===== src/rtl/nibble_serial_add_ctrl_if.sv =====
// ----------------------------------------------------------------------------
// nibble_serial_add_ctrl_if
//
// Purpose: bundles the request/result signals of nibble_serial_add_ctrl so a
// requester (ALU front end, accumulator) and the sequencer share one port.
//
// Signals:
//   start    requester -> adder  request, sampled only while ready=1
//   a, b     requester -> adder  WIDTH-bit operands, captured on acceptance
//   c_in     requester -> adder  carry-in, captured on acceptance
//   sub      requester -> adder  subtract select (only with NIBBLE_ADD_SUB_EN)
//   ready    adder -> requester  idle, a start will be accepted
//   busy     adder -> requester  nibble steps in progress
//   done     adder -> requester  one-cycle pulse, result just updated
//   sum      adder -> requester  registered result
//   c_out    adder -> requester  registered carry out of the MSB
//   overflow adder -> requester  registered signed overflow
//
// Modports: master (requester side), slave (adder side).
// Optional feature macro: NIBBLE_ADD_SUB_EN adds the sub signal.
// ----------------------------------------------------------------------------
interface nibble_serial_add_ctrl_if #(
    parameter int unsigned WIDTH = 16
);

    logic             start;
    logic [WIDTH-1:0] a;
    logic [WIDTH-1:0] b;
    logic             c_in;
`ifdef NIBBLE_ADD_SUB_EN
    logic             sub;
`endif
    logic             ready;
    logic             busy;
    logic             done;
    logic [WIDTH-1:0] sum;
    logic             c_out;
    logic             overflow;

    modport master (
`ifdef NIBBLE_ADD_SUB_EN
        output sub,
`endif
        output start,
        output a,
        output b,
        output c_in,
        input  ready,
        input  busy,
        input  done,
        input  sum,
        input  c_out,
        input  overflow
    );

    modport slave (
`ifdef NIBBLE_ADD_SUB_EN
        input  sub,
`endif
        input  start,
        input  a,
        input  b,
        input  c_in,
        output ready,
        output busy,
        output done,
        output sum,
        output c_out,
        output overflow
    );

endinterface


===== src/rtl/nibble_serial_add_ctrl.sv =====
// ----------------------------------------------------------------------------
// nibble_serial_add_ctrl
//
// Purpose: adds two WIDTH-bit operands on a single 4-bit ripple-carry slice,
// one nibble per clock, with the inter-nibble carry held in a register.
// Trades latency (NIB+2 cycles per operation) for a narrow adder.
//
// Ports:
//   clk    rising-edge clock
//   rst_n  asynchronous active-low reset; discards any operation in flight
//   bus    nibble_serial_add_ctrl_if.slave
//            start/a/b/c_in(/sub) in, ready/busy/done/sum/c_out/overflow out
//
// Parameters:
//   WIDTH  operand/result width, a multiple of 4 and at least 8
//
// Optional feature macro: NIBBLE_ADD_SUB_EN
//   When defined, bus.sub=1 at acceptance computes a-b by loading ~b and a
//   forced carry-in of 1 (c_in ignored); c_out=1 then means "no borrow".
//
// Timing (start accepted at edge E0): nibble j stored at E(j+1); sum, c_out
// and overflow update at E(NIB); done is high for the cycle after E(NIB);
// ready returns at E(NIB+1).
// ----------------------------------------------------------------------------
module nibble_serial_add_ctrl #(
    parameter int unsigned WIDTH = 16
) (
    input  logic                      clk,
    input  logic                      rst_n,
    nibble_serial_add_ctrl_if.slave   bus
);

    localparam int unsigned NIB = WIDTH / 4;
    localparam int unsigned KW  = (NIB > 1) ? $clog2(NIB) : 1;

    localparam logic [KW-1:0] KLast = KW'(NIB - 1);

    // FSM encoding
    localparam logic [1:0] StIdle = 2'd0;
    localparam logic [1:0] StRun  = 2'd1;
    localparam logic [1:0] StDone = 2'd2;

    // ------------------------------------------------------------------------
    // State
    // ------------------------------------------------------------------------
    logic [1:0]       state_q, state_d;
    // Operand registers shift right one nibble per step so the slice always
    // reads bits [3:0]; no variable part-selects are needed.
    logic [WIDTH-1:0] a_q, a_d;
    logic [WIDTH-1:0] b_q, b_d;
    // Result builds from the top down: each step shifts right and inserts the
    // new nibble at the MSB, leaving it aligned after NIB steps.
    logic [WIDTH-1:0] res_q, res_d;
    logic             carry_q, carry_d;
    logic [KW-1:0]    k_q, k_d;
    logic [WIDTH-1:0] sum_q, sum_d;
    logic             c_out_q, c_out_d;
    logic             ovf_q, ovf_d;

    // ------------------------------------------------------------------------
    // 4-bit ripple-carry slice
    // ------------------------------------------------------------------------
    logic [3:0] slice_s;
    logic [4:0] slice_c;

    always_comb begin
        slice_s    = '0;
        slice_c    = '0;
        slice_c[0] = carry_q;
        for (int i = 0; i < 4; i++) begin
            slice_s[i]   = a_q[i] ^ b_q[i] ^ slice_c[i];
            slice_c[i+1] = (a_q[i] & b_q[i]) | (slice_c[i] & (a_q[i] ^ b_q[i]));
        end
    end

    // ------------------------------------------------------------------------
    // Operand capture (optionally inverting B for subtraction)
    // ------------------------------------------------------------------------
    logic [WIDTH-1:0] b_load;
    logic             carry_load;

`ifdef NIBBLE_ADD_SUB_EN
    always_comb begin
        if (bus.sub) begin
            b_load     = ~bus.b;
            carry_load = 1'b1;
        end else begin
            b_load     = bus.b;
            carry_load = bus.c_in;
        end
    end
`else
    always_comb begin
        b_load     = bus.b;
        carry_load = bus.c_in;
    end
`endif

    // ------------------------------------------------------------------------
    // Next-state logic
    // ------------------------------------------------------------------------
    always_comb begin
        state_d = state_q;
        a_d     = a_q;
        b_d     = b_q;
        res_d   = res_q;
        carry_d = carry_q;
        k_d     = k_q;
        sum_d   = sum_q;
        c_out_d = c_out_q;
        ovf_d   = ovf_q;

        case (state_q)
            StIdle: begin
                if (bus.start) begin
                    a_d     = bus.a;
                    b_d     = b_load;
                    carry_d = carry_load;
                    k_d     = '0;
                    state_d = StRun;
                end
            end

            StRun: begin
                a_d     = a_q >> 4;
                b_d     = b_q >> 4;
                res_d   = {slice_s, res_q[WIDTH-1:4]};
                carry_d = slice_c[4];
                if (k_q == KLast) begin
                    // Final nibble: publish the whole result at once. k holds
                    // rather than wrapping.
                    sum_d   = res_d;
                    c_out_d = slice_c[4];
                    // Carry into bit WIDTH-1 is the slice's bit-3 carry.
                    ovf_d   = slice_c[3] ^ slice_c[4];
                    state_d = StDone;
                end else begin
                    k_d = k_q + 1'b1;
                end
            end

            StDone: begin
                state_d = StIdle;
            end

            default: begin
                state_d = StIdle;
            end
        endcase
    end

    // ------------------------------------------------------------------------
    // Registers
    // ------------------------------------------------------------------------
    always_ff @(posedge clk or negedge rst_n) begin
        if (!rst_n) begin
            state_q <= StIdle;
            a_q     <= '0;
            b_q     <= '0;
            res_q   <= '0;
            carry_q <= 1'b0;
            k_q     <= '0;
            sum_q   <= '0;
            c_out_q <= 1'b0;
            ovf_q   <= 1'b0;
        end else begin
            state_q <= state_d;
            a_q     <= a_d;
            b_q     <= b_d;
            res_q   <= res_d;
            carry_q <= carry_d;
            k_q     <= k_d;
            sum_q   <= sum_d;
            c_out_q <= c_out_d;
            ovf_q   <= ovf_d;
        end
    end

    // ------------------------------------------------------------------------
    // Outputs: status decoded straight from state so reset acts immediately
    // ------------------------------------------------------------------------
    assign bus.ready    = (state_q == StIdle);
    assign bus.busy     = (state_q == StRun);
    assign bus.done     = (state_q == StDone);
    assign bus.sum      = sum_q;
    assign bus.c_out    = c_out_q;
    assign bus.overflow = ovf_q;

endmodule


===== src/flat_wrapper.sv =====
// flat-port wrapper written by rule: the top's interface ports become plain ports
module nibble_serial_add_ctrl_flat 
#(
    parameter int unsigned WIDTH = 16
)
  (clk, rst_n, bus_start, bus_a, bus_b, bus_c_in, bus_ready, bus_busy, bus_done, bus_sum, bus_c_out, bus_overflow);
  nibble_serial_add_ctrl_if #(.WIDTH(WIDTH)) bus_i ();
  input  logic clk;
  input  logic rst_n;
  input wire logic [$bits(bus_i.start)-1:0] bus_start;
  input wire logic [$bits(bus_i.a)-1:0] bus_a;
  input wire logic [$bits(bus_i.b)-1:0] bus_b;
  input wire logic [$bits(bus_i.c_in)-1:0] bus_c_in;
  output wire logic [$bits(bus_i.ready)-1:0] bus_ready;
  output wire logic [$bits(bus_i.busy)-1:0] bus_busy;
  output wire logic [$bits(bus_i.done)-1:0] bus_done;
  output wire logic [$bits(bus_i.sum)-1:0] bus_sum;
  output wire logic [$bits(bus_i.c_out)-1:0] bus_c_out;
  output wire logic [$bits(bus_i.overflow)-1:0] bus_overflow;
  assign bus_i.start = bus_start;
  assign bus_i.a = bus_a;
  assign bus_i.b = bus_b;
  assign bus_i.c_in = bus_c_in;
  assign bus_ready = bus_i.ready;
  assign bus_busy = bus_i.busy;
  assign bus_done = bus_i.done;
  assign bus_sum = bus_i.sum;
  assign bus_c_out = bus_i.c_out;
  assign bus_overflow = bus_i.overflow;
  nibble_serial_add_ctrl #(.WIDTH(WIDTH)) u_core (.clk(clk), .rst_n(rst_n), .bus(bus_i));
endmodule

===== config.mk =====
export PLATFORM = sky130hd
export DESIGN_NAME = nibble_serial_add_ctrl_flat
export DESIGN_NICKNAME = d
export VERILOG_FILES = /design/src/rtl/nibble_serial_add_ctrl_if.sv /design/src/rtl/nibble_serial_add_ctrl.sv /design/src/flat_wrapper.sv
export SDC_FILE = /design/constraint.sdc
export NUM_CORES = 1
export LEC_CHECK = 0
export CAP_MARGIN = 20
export CORE_MARGIN = 5
export CORE_UTILIZATION = 43
export CTS_CLUSTER_SIZE = 20
export DETAILED_ROUTE_END_ITERATION = 8
export PLACE_DENSITY = 0.7
export SLEW_MARGIN = 30
export SYNTH_ARGS = -nofsm -noshare
export SYNTH_HDL_FRONTEND = slang
export SYNTH_SLANG_ARGS = --single-unit

===== constraint.sdc =====
create_clock -name clk -period 2.09 [get_ports clk]
set_input_delay 0.418 -clock clk [delete_from_list [all_inputs] [get_ports clk]]
set_output_delay 0.418 -clock clk [all_outputs]
set_load 0.02 [all_outputs]

==> results of run 1 <==
[cells in the mapped netlist (2+ instances only)]
master / count / area [µm²]
nor2b_1: 6 / 37.5
a222oi_1: 5 / 50.1
o221ai_1: 3 / 26.3
buf_2: 6 / 30.0
mux2i_1: 5 / 50.1
nor4b_1: 21 / 184
dfrtp_1: 67 / 1680
and3_1: 2 / 12.5
mux2_4: 6 / 90.1
buf_6: 3 / 33.8
a211o_1: 2 / 17.5
a211oi_1: 20 / 150
buf_4: 2 / 15.0
a22o_1: 5 / 43.8
fa_1: 4 / 80.1
nor3b_1: 21 / 158
inv_1: 37 / 139
clkbuf_1: 10 / 37.5
nand2b_1: 3 / 18.8
nand3b_1: 4 / 30.0
nand2_1: 3 / 11.3
mux2_2: 19 / 214
[cell families after synthesis]
logic type | Yosys count | share of synthesized area [%]
DFF | 67 | 52.9
and+or+nand+nor | 63 | 14.9
adders and majority gates | 5 | 2.92
AOI/OAI and AO/OA | 37 | 9.48
buffers and inverters | 60 | 8.30
muxes | 30 | 11.2
xor gates and xnor gates | 1 | 0.277
[state kept, by name, summed over array words and instances (netlist names)]
signal and flops:
u_core.carry_q 1, u_core.res_q 12, u_core.a_q 16, u_core.state_q 2, u_core.bus.overflow 1, u_core.bus.c_out 1
u_core.bus.sum 16, u_core.b_q 16, u_core.k_q 2
[worst max-delay path by stage]
stage,from,endpoint,slack [ns],depth (start not counted)
after floorplan,u_core.carry_q$_DFFE_PN0P_,u_core.bus.overflow$_DFFE_PN0P_,0.005,9
after global placement,u_core.carry_q$_DFFE_PN0P_,u_core.bus.overflow$_DFFE_PN0P_,-0.05,9
after detailed placement,u_core.carry_q$_DFFE_PN0P_,u_core.bus.overflow$_DFFE_PN0P_,-0.11,9
after CTS,u_core.carry_q$_DFFE_PN0P_,u_core.bus.sum[15]$_DFFE_PN0P_,-0.06,8
after global routing,u_core.carry_q$_DFFE_PN0P_,u_core.carry_q$_DFFE_PN0P_,-0.17,9
final,u_core.carry_q$_DFFE_PN0P_,u_core.bus.sum[15]$_DFFE_PN0P_,-0.05,8
[where the power goes]
| part | leakage (nW) | internal (mW) | total (mW) | switching [mW] |
|---|---|---|---|---|
| Clock | 0.0905 | 0.580 | 1.07 | 0.493 |
| Combinational | 0.936 | 1.54 | 2.93 | 1.39 |
| Sequential | 0.787 | 1.94 | 2.33 | 0.389 |
| Total | 1.81 | 4.06 | 6.33 | 2.27 |
[what timing repair did]
item                                    CTS  global route
buffers inserted                          1             0
pin swaps                                 1             0
resized for setup                         7             2
endpoints found under the setup margin    6             6
[critical path, delay by kind of cell, from the launching register on]
kind	cells	cell delay, ns
flops	1	0.41
buf+inv	3	0.16
mux	1	0.15
fa+ha+maj	4	1.35
[stage by stage]
| stage | setup TNS [ns] | cells | utilization [%] | cell area, µm² | power (mW) |
|---|---|---|---|---|---|
| floorplan | 0 | 263 | - | 3170 | 4.30 |
| global placement | -0.107 | 411 | 53.3 | 3850 | 5.16 |
| detailed placement | -0.303 | 411 | 53.3 | 3850 | 5.28 |
| CTS | -0.222 | 428 | 56.4 | 4070 | 6.42 |
| global route | -0.628 | 428 | 56.4 | 4070 | 6.85 |
| finish | -0.163 | 428 | 56.4 | 4070 | 6.33 |
[layer usage]
layer  track usage (%)  vias to the layer above  part of all wire (%)
li1                  -                     1052                     -
met1              20.7                     1129                    45
met2              23.9                       68                    47
met3              4.69                        7                   6.8
met4              6.40                        0                   1.1
met5                 0                        -                     0
[layout make-up]
type | count | area share [%]
Clock buffer | 10 | 3.38
Clock inverter | 6 | 1.60
Inverter | 38 | 3.50
Multi-Input combinational cell | 136 | 30.5
Sequential cell | 67 | 41.2
Tap cell | 99 | 3.04
Timing Repair Buffer | 72 | 16.8
[cells in the final DEF (no fill, tap or decap), drive strengths merged, types with 5 or more instances in the layout]
cell	count
mux2	25
clkdlybuf4s50	52
a211oi	20
buf	17
dfrtp	67
nor4b	21
clkbuf	10
nor3b	21
mux2i	5
inv	38
a222oi	5
a22o	5
nor2b	6
==> impl_metrics.env, run 1 <==
export IMPL_preCtsSetupSlack_ns=-0.108
export IMPL_timing_rr_start="u_core.carry_q$_DFFE_PN0P_"
export IMPL_skew_ns=0.00839
export IMPL_rsz0062_at_grt="yes"
export IMPL_setup_viol=4
export IMPL_cts_root_buf="clkbuf_8"
export IMPL_reg2reg_slack_ns=-0.05
export IMPL_setup_slack_ns=-0.0466
export IMPL_track_usage_pct=15.6
export IMPL_ys_warn_count=0
export IMPL_rr_endpoint="u_core.bus.sum[15]$_DFFE_PN0P_"
export IMPL_drcViolationCount=0
export IMPL_maxCapViolations=0
export IMPL_ir_drop_mv=0.620
export IMPL_regArea_mm2=0.00168
export IMPL_initial_core_util_pct=43.9
export IMPL_multi_input_area_mm2=0.00124
export IMPL_netlist_area_mm2=0.00317
export IMPL_hold_slack_ns=0.0774
export IMPL_cp_arrival_ns=2.40
export IMPL_vias=2256
export IMPL_cellPowerDensity_mw_per_mm2=1550
export IMPL_syn_avg_cell_area_um2=12.0
export IMPL_core_area_mm2=0.00721
export IMPL_grt_ovfl_total=0
export IMPL_critPathLaunchType="register"
export IMPL_p_leak_nw=1.81
export IMPL_synth_seq_cells=67
export IMPL_finalCriticalPeriod_ns=2.14
export IMPL_die_h_um=95.8
export IMPL_cp_slowest_cell="fa_2"
export IMPL_ys_seq_area_share_pct=52.9
export IMPL_wire_per_inst_um=15.0
export IMPL_path_class="register to register"
export IMPL_min_path_type="input pin to async pin"
export IMPL_crit_chain="fa_2 > inv_2 > fa_2 > inv_2 > fa_2 > inv_2 > fa_2 > mux2i_1"
export IMPL_cts_hold_buffers=0
export IMPL_async_flop_share_pct=100
export IMPL_wl_mm=6.42
export IMPL_gp_congestion=0.771
export IMPL_syn_nets=304
export IMPL_cpMostUsedCell="fa_2"
export IMPL_grt_pass1_vias=2313
export IMPL_tritoncts="yes"
export IMPL_clkSinkCount=67
export IMPL_grt_pass1_wl_mm=11.0
export IMPL_timing_critical_path_to_type="register"
export IMPL_slowest_delay_ns=0.43
export IMPL_cts_clk_slew_worst_paths_ns=0.08
export IMPL_ys_flop_type="dfrtp_1"
export IMPL_antenna_found_initial=0
export IMPL_drive_above_1_share_pct=21.0
export IMPL_final_max_slew_viol_count=0
export IMPL_hpwlAfterDp_mm=4.57
export IMPL_ctsHtreeMaxLevel=3
export IMPL_ios=57
export IMPL_worst_r2r_cell_count=8
export IMPL_tightest_slew_ns=0.500
export IMPL_synth_edff_count=0
export IMPL_path_max_fanout=2
export IMPL_syn_inst=263
export IMPL_ant_nets=0
export IMPL_synth_distinct_cells=31
export IMPL_fin_nets=365
export IMPL_fp_dieW_um=95.8
export IMPL_syn2layout_area_growth_pct=28.6
export IMPL_vias_per_cell=5.27
export IMPL_worstPathRequired_ns=2.35
export IMPL_relSlewSlack_pct=66.7
export IMPL_diodes=0
export IMPL_grt_max_degree=47
export IMPL_hold_viol=0
export IMPL_cts_buffers=9
export IMPL_firstDrtPassIters=7
export IMPL_fin_crit_sh_pct=102
export IMPL_run_status="finished with violations"
export IMPL_fillCellCount=624
export IMPL_floorplan_rows=31
export IMPL_dieArea_mm2=0.00918
export IMPL_io_buffers=56
export IMPL_fmax_mhz=468
export IMPL_violations="negative setup slack"
export IMPL_clk_latency_ns=0.34
export IMPL_clock_path_buffers=2
export IMPL_drt_iter0_drc=155
Power figures use the tool's default switching activity.
==> inputs of run 2 (changes only) <==
--- a/config.mk
+++ b/config.mk
@@ -10,7 +10,7 @@
 export CORE_UTILIZATION = 43
 export CTS_CLUSTER_SIZE = 20
 export DETAILED_ROUTE_END_ITERATION = 8
-export PLACE_DENSITY = 0.7
+export PLACE_DENSITY = 0.67
 export SLEW_MARGIN = 30
 export SYNTH_ARGS = -nofsm -noshare
 export SYNTH_HDL_FRONTEND = slang
==> impl_metrics.env, run 2 (synthesis gave the netlist of run 1 again) <==
export IMPL_run_status="finished with violations"
export IMPL_violations="negative setup slack"
export IMPL_drive_above_1_share_pct=21.1
export IMPL_placed_cell_area_mm2=0.00387
export IMPL_antenna_found_initial=0
export IMPL_grt_pass1_wl_mm=11.1
export IMPL_power_mw=6.46
export IMPL_ios=57
export IMPL_path_class="register to register"
export IMPL_io_buffers=56
export IMPL_vias_per_cell=5.17
export IMPL_mostFrequentLayoutCells="dfrtp_1 (67), clkdlybuf4s50_1 (53), inv_1 (34)"
export IMPL_setup_slack_ns=-0.0557
export IMPL_hold_viol=0
export IMPL_final_max_slew_viol_count=0
export IMPL_dieArea_mm2=0.00918
export IMPL_cellPowerDensity_mw_per_mm2=1570
export IMPL_cpMostUsedCell="fa_2"
export IMPL_use_met3_pct=5.32
export IMPL_ctsHtreeMaxLevel=3
export IMPL_grt_pass1_vias=2300
export IMPL_fin_cells=430
export IMPL_grt_use_met2_pct=25.8
export IMPL_relSlewSlack_pct=59.8
export IMPL_ir_drop_mv=0.886
export IMPL_grt_max_degree=68
export IMPL_cp_arrival_ns=2.40
export IMPL_use_met1_pct=20.2
export IMPL_finalCriticalPeriod_ns=2.15
export IMPL_post_route_util_pct=56.9
export IMPL_diodes=0
export IMPL_hold_slack_ns=0.107
export IMPL_clock_path_buffers=2
export IMPL_cts_hold_buffers=0
export IMPL_final_cell_area_mm2=0.00410
export IMPL_fp_dieW_um=95.8
export IMPL_slowest_delay_ns=0.43
export IMPL_cts_root_buf="clkbuf_8"
export IMPL_vias=2223
export IMPL_initial_core_util_pct=43.9
export IMPL_gp_congestion=0.764
export IMPL_drcViolationCount=0
export IMPL_hpwlAfterDp_mm=4.53
export IMPL_fin_nets=367
export IMPL_tritoncts="yes"
export IMPL_critPathLaunchType="register"
export IMPL_clk_latency_ns=0.34
export IMPL_p_leak_nw=1.81
export IMPL_syn2layout_area_growth_pct=29.5
export IMPL_rsz0062_at_grt="yes"
export IMPL_path_max_fanout=2
export IMPL_die_h_um=95.8
export IMPL_grt_busiest_layer="met2"
export IMPL_fin_crit_sh_pct=103
export IMPL_clkSinkCount=67
export IMPL_core_area_mm2=0.00721
export IMPL_min_path_type="input pin to async pin"
export IMPL_tightest_slew_ns=0.603
export IMPL_firstDrtPassIters=4
export IMPL_crit_chain="fa_2 > inv_2 > fa_2 > inv_2 > fa_2 > inv_2 > fa_2 > mux2i_1"
export IMPL_drt_iter0_drc=97
export IMPL_track_usage_pct=15.6
export IMPL_setup_viol=3
export IMPL_cp_num_buf_inv=3
export IMPL_cts_clk_slew_worst_paths_ns=0.08
export IMPL_wire_per_inst_um=15.5
export IMPL_p_int_mw=4.17
export IMPL_maxCapViolations=0
export IMPL_p_comb_share_pct=46.2
export IMPL_wl_mm=6.65
export IMPL_dp_cells=412
export IMPL_worstPathRequired_ns=2.35
export IMPL_switching_share_pct=35.5
export IMPL_fillCellCount=640
export IMPL_cp_slowest_cell="fa_2"
export IMPL_cts_buffers=9
export IMPL_fmax_mhz=466
export IMPL_ant_nets=0
export IMPL_p_switching_mw=2.29
export IMPL_p_seq_share_pct=35.9
export IMPL_cp_top_family="adder cells"
export IMPL_timing_critical_path_to_type="register"
export IMPL_grt_ovfl_total=0
export IMPL_floorplan_rows=31
export IMPL_skew_ns=0.00750
export IMPL_clkPwrFrac_pct=17.9
export IMPL_layout_commonest_cell="dfrtp_1"
## run 2: path summary, 6_finish.rpt
path                                       startpoint                              to  slack, ns  cells past startpoint
hold / removal                                  rst_n   u_core.bus.sum[8]$_DFFE_PN0P_       0.11                      2
setup reg to reg            u_core.a_q[0]$_DFFE_PN0P_  u_core.bus.sum[15]$_DFFE_PN0P_      -0.06                      8
setup / recovery            u_core.a_q[0]$_DFFE_PN0P_  u_core.bus.sum[15]$_DFFE_PN0P_      -0.06                      8
hold reg to reg            u_core.a_q[13]$_DFFE_PN0P_      u_core.a_q[13]$_DFFE_PN0P_       0.50                      2
max in group asynchronous                       rst_n       u_core.a_q[4]$_DFFE_PN0P_       1.71                      2
min in group clk           u_core.a_q[13]$_DFFE_PN0P_      u_core.a_q[13]$_DFFE_PN0P_       0.50                      2
## run 2: worst register-to-register path: stages, from the launching register on
cell and delay (ns):
dfrtp_1 0.41, fa_2 0.39, inv_2 0.06, fa_2 0.19, inv_2 0.04, fa_2 0.35, inv_2 0.06, fa_2 0.43
mux2i_1 0.15
## run 2: final cells by class
cell class | count | area [µm²] | area share, %
flip-flops and latches | 67 | 1680 | 40.9
well taps | 99 | 124 | 3.02
inverters | 38 | 143 | 3.48
clock inverters | 7 | 92.6 | 2.26
clock buffers | 9 | 124 | 3.02
repair buffers | 74 | 701 | 17.1
multi-input cells | 136 | 1240 | 30.3
## run 2: repair_timing
item / in CTS / in global routing
endpoints found under the hold margin: 0 / 0
pin swaps: 3 / 1
resized for setup: 6 / 0
setup buffers: 1 / 1
endpoints found under the setup margin: 6 / 4
## run 2: metal layers
layer	share of wire [%]	routed length [µm]
met1	45	3010
met3	6.1	408
met2	49	3230
met5	0	0
met4	0.12	8
## run 2: per-stage QoR
stage | setup slack, ns | TNS, ns
after floorplan | 0.00530 | 0
after global placement | -0.0486 | -0.100
after detailed placement | -0.117 | -0.334
after CTS | -0.0897 | -0.228
after global routing | -0.139 | -0.441
final | -0.0557 | -0.137
## run 2: power by group through the flow
| stage | Clock (mW) | Sequential, mW | Combinational [mW] |
|---|---|---|---|
| after floorplan | 0 | 2.44 | 1.86 |
| after global placement | 0 | 2.31 | 2.91 |
| after detailed placement | 0 | 2.34 | 2.99 |
| after CTS | 1.20 | 2.32 | 3.02 |
| after global routing | 1.25 | 2.40 | 3.31 |
| final | 1.16 | 2.32 | 2.98 |
